[config.mk]
export PLATFORM = sky130hd
export DESIGN_NAME = mem_port_arbiter
export DESIGN_NICKNAME = d
export VERILOG_FILES = /design/src/rtl/mem_port_arbiter.sv
export SDC_FILE = /design/constraint.sdc
export NUM_CORES = 1
export LEC_CHECK = 0
export ABC_AREA = 0
export ABC_CLOCK_PERIOD_IN_PS = 3500
export CAP_MARGIN = 20
export CORE_AREA = 4 4 84 86
export CTS_CLUSTER_SIZE = 14
export DETAILED_ROUTE_END_ITERATION = 6
export DIE_AREA = 0 0 88 90
export GPL_TIMING_DRIVEN = 1
export PLACE_DENSITY = 0.87
export SETUP_SLACK_MARGIN = 0.2
export SLEW_MARGIN = 20
export SYNTH_ARGS = -nofsm -noshare
export SYNTH_HDL_FRONTEND = slang
export SYNTH_SLANG_ARGS = --single-unit
[constraint.sdc]
create_clock -name clk -period 3.5 [get_ports clk]
set_input_delay 0.35 -clock clk [delete_from_list [all_inputs] [get_ports clk]]
set_output_delay 0.35 -clock clk [all_outputs]
set_load 0.02 [all_outputs]
[src/rtl/mem_port_arbiter.sv]
// Two-requester round-robin arbiter for the shared single-port word memory.
// Registered grants, bounded bursts, combinational address/data mux onto the memory port.
module mem_port_arbiter #(
  parameter int ADDR_W    = 7,
  parameter int DATA_W    = 32,
  parameter int MAX_BURST = 8
) (
  input  logic              clk,
  input  logic              rst,
  input  logic              req0,
  input  logic              req1,
  input  logic              wr0,
  input  logic              wr1,
  input  logic [ADDR_W-1:0] idx0,
  input  logic [ADDR_W-1:0] idx1,
  input  logic [DATA_W-1:0] wdata0,
  input  logic [DATA_W-1:0] wdata1,
  output logic              gnt0,
  output logic              gnt1,
  output logic [DATA_W-1:0] rdata0,
  output logic [DATA_W-1:0] rdata1,
  output logic [ADDR_W-1:0] mem_index,
  output logic [DATA_W-1:0] mem_in,
  output logic              mem_wr,
  input  logic [DATA_W-1:0] mem_out,
  output logic              busy
);

  // state | meaning
  // IDLE  | no grant, port parked at index 0 with write disabled
  // G0    | requester 0 owns the port
  // G1    | requester 1 owns the port
  typedef enum logic [1:0] {IDLE, G0, G1} state_t;

  localparam int CNT_W = $clog2(MAX_BURST + 1);
  localparam logic [CNT_W-1:0] CNT_MAX = CNT_W'(MAX_BURST);

  state_t           state_q, state_d;
  logic [CNT_W-1:0] cnt_q, cnt_d;
  logic             last_q, last_d;
  logic             xfer0, xfer1;
  logic             burst_done;

  always_ff @(posedge clk or posedge rst) begin
    if (rst) begin
      state_q <= IDLE;
      cnt_q   <= '0;
      last_q  <= 1'b1;
    end else begin
      state_q <= state_d;
      cnt_q   <= cnt_d;
      last_q  <= last_d;
    end
  end

  assign gnt0       = (state_q == G0);
  assign gnt1       = (state_q == G1);
  assign busy       = gnt0 | gnt1;
  assign xfer0      = gnt0 & req0;
  assign xfer1      = gnt1 & req1;
  assign burst_done = (cnt_q == CNT_MAX);

  always_comb begin
    state_d = state_q;
    case (state_q)
      IDLE: begin
        if (req0 && req1)  state_d = last_q ? G0 : G1;
        else if (req0)     state_d = G0;
        else if (req1)     state_d = G1;
      end
      G0: begin
        if (!req0)                   state_d = req1 ? G1 : IDLE;
        else if (burst_done && req1) state_d = G1;
      end
      G1: begin
        if (!req1)                   state_d = req0 ? G0 : IDLE;
        else if (burst_done && req0) state_d = G0;
      end
      default: state_d = IDLE;
    endcase
  end

  // Count restarts on any grant change; saturates so a sole requester can hold indefinitely.
  always_comb begin
    cnt_d  = cnt_q;
    last_d = last_q;
    if (state_d != state_q) begin
      cnt_d = '0;
      if (state_d == G0) last_d = 1'b0;
      if (state_d == G1) last_d = 1'b1;
    end else if ((xfer0 || xfer1) && !burst_done) begin
      cnt_d = cnt_q + 1'b1;
    end
  end

  always_comb begin
    mem_index = '0;
    mem_in    = '0;
    mem_wr    = 1'b0;
    if (xfer0) begin
      mem_index = idx0;
      mem_in    = wdata0;
      mem_wr    = wr0;
    end else if (xfer1) begin
      mem_index = idx1;
      mem_in    = wdata1;
      mem_wr    = wr1;
    end
  end

  assign rdata0 = gnt0 ? mem_out : '0;
  assign rdata1 = gnt1 ? mem_out : '0;

endmodule

==> reports/metrics.cfg <==
[run_status]
outcome=completed

[routing]
wl_met3_um=763
met1_length_um=2770
vias=2172
drtAntennaViolNets=0
wl_met2_um=4060
viasPerCell=4.57
drt_wl_total_um=7690
drt-initial-drc-count=39
dr.pass1.iters=4
maxUsedRoutingLayer=met4
wl_per_cell_um=16.2
drc=0

[worst_setup_path]
path_max_fanout=41
critPathArrivalTime_ns=2.53
critical_path_required_ns=3.15
crit_type=in2out
cp-end-kind=primary output
crit_path_start_kind=primary input

[final_layout]
n_fill_cell=554
final_nets=522
drive_gt1_share_pct=3.02
utilization_pct=59.3
diodes=0
design_area_um2=3720
area_growth_pct=167

[synthesis]
yosys.area_share.adder_pct=6.28
yosysTopAreaCellShare_pct=29.1
synth_edf_count=0
yosysSeqAreaShare_pct=12.6
synthCells=184
async_flop_share_pct=100
ys_top_cells_by_area=and2_1 29%, a22o_1 25%, dfrtp_1 11%
synth_compound_area_share_pct=35.4
syn-cell-area_um2=1400
synth_xor_area_share_pct=1.88
synth_top_flop_cell=dfrtp_1
avgSynthCellArea_um2=7.58
yosysUniqueCellTypes=31
synth-simple-area-share_pct=35.9
synth-seq-cells=7
synth.mux.area_fraction_pct=1.08
synth_top_family_by_area=simple AND/OR/NAND/NOR gates
synth_nets=307
yosysWarnings=0
synth_top_area_cell=and2_1

[grt]
track_usage_pct=18.1
grt_pass1_vias=2103
grt_max_degree=42
grt_overflow=0
grt_pass1_wl_um=11500
antenna_found_initial=0

[clock_tree]
clock_path_buffers=2
numCtsBuffers=3
cts_tree=done
clock_latency_ns=0.22
post_cts.repair.setup_buffers=0
ctsResizeCount=0
cts-htree-levels=1
postCtsHoldBufs=0
clk_pin_slew_ns=0.04
cts_root_buffer=clkbuf_8
cts_sinks=7

[sta]
maxSlewViolCount=0
setup-tns-final_ns=0
finalSetupViolCount=0
min_period_ns=2.88
period_share_pct=82.2
worst_slew_pin_slew_ns=0.417
final_hold_viol_count=0
rsz0062_at_grt=false
clock_skew_ns=0.000526
max_freq_mhz=348
slew_headroom_pct=72.2

[floorplanning]
die_height_um=90
die_area_um2=7920
coreArea_um2=6280
row_count=29
initial_core_util_pct=22.2
boundaryPins=223
die_x_um=88

[placement]
gp_congestion=0.959
port_buffers=222
dpl_cell_area_um2=3680
dp_hpwl_um=6650

[power]
cellLeakagePower_nw=1.47
p_per_area_nw_per_um2=527
worst_ir_drop_vdd_uv=405

[job]
drv_cap=0

[hold_path]
min_path_type=in2async

[per-stage QoR]
| stage | std cells | setup WS [ns] | total power, mW | hold WS, ns |
|---|---|---|---|---|
| floorplan | 184 | 1.11 | 1.06 | 0.153 |
| global placement | 471 | 0.591 | 1.84 | 0.557 |
| detailed placement | 471 | 0.516 | 1.87 | 0.595 |
| CTS | 475 | 0.644 | 1.99 | 0.360 |
| global route | 475 | 0.519 | 2.10 | 0.371 |
| finish | 475 | 0.623 | 1.96 | 0.353 |
[layout make-up]
cell class | instances | area, µm² | share of cell area, %
inverter | 7 | 26.3 | 0.706
sequential | 7 | 176 | 4.74
tap | 77 | 96.3 | 2.59
timing repair buffer | 226 | 2250 | 60.5
multi-input combinational | 154 | 1130 | 30.3
clock buffer | 4 | 45.0 | 1.21
[where the power goes]
| group | leakage, nW | internal [mW] | switching (mW) |
|---|---|---|---|
| clock | 0.0228 | 0.0786 | 0.0327 |
| sequential | 0.0911 | 0.105 | 0.0265 |
| combinational | 1.35 | 0.867 | 0.852 |
| total | 1.47 | 1.05 | 0.911 |
[cell families (layout without fill, tap and decap cells)]
logic type / Yosys count / count (layout)
adders and majority gates: 7 / 7
muxes: 1 / 1
AOI/OAI and AO/OA: 59 / 59
DFF: 7 / 7
buffers and inverters: 23 / 237
and+or+nand+nor: 84 / 84
xor gates and xnor gates: 3 / 3
[sequential cells by signal, indices dropped and copies added (netlist names)]
register,cells
cnt_q,4
state_q,2
last_q,1
[synthesized netlist by cell type, types with 2 or more instances]
cell type / number
a21o_1: 2
a21oi_1: 5
a22o_1: 40
a31oi_1: 2
and2_1: 65
and3b_1: 2
clkbuf_1: 14
dfrtp_1: 6
ha_1: 7
inv_1: 7
nand2_1: 6
nor2_1: 7
o21a_1: 2
xor2_1: 2
[worst max-delay path, cell delays in order]
cell and delay, ns:
clkdlybuf4s50_1 0.67, and2_1 0.21, buf_4 0.38, a22o_1 0.27, clkdlybuf4s50_1 0.62
[final timing paths]
kind,start,slack (ns),endpoint,cells past startpoint
setup / recovery,req0,0.62,mem_in[2],5
min in group clk,cnt_q[3],0.61,cnt_q[3],2
hold reg to reg,cnt_q[3],0.61,cnt_q[3],2
setup reg to reg,state_q[1],0.87,last_q,10
hold / removal,rst,0.35,cnt_q[1],2
max in group asynchronous,rst,2.88,last_q,2
[layer usage]
layer / vias to the layer above / GRT usage [%]
met3: 12 / 4.57
met5: - / 0
met2: 110 / 33.4
met4: 0 / 3.71
li1: 1084 / -
met1: 966 / 20.3
[placed cells by master (no fill, tap or decap), drive strengths merged, types with 2 or more instances in the layout]
cell type	n
clkdlybuf4s50	222
and2	65
a22o	40
inv	7
ha	7
nor2	7
nand2	6
dfrtp	6
a21oi	6
buf	4
clkbuf	4
a31oi	3
o21a	2
and3b	2
xor2	2
a21o	2
No activity file was read; power rests on OpenSTA's default activity.
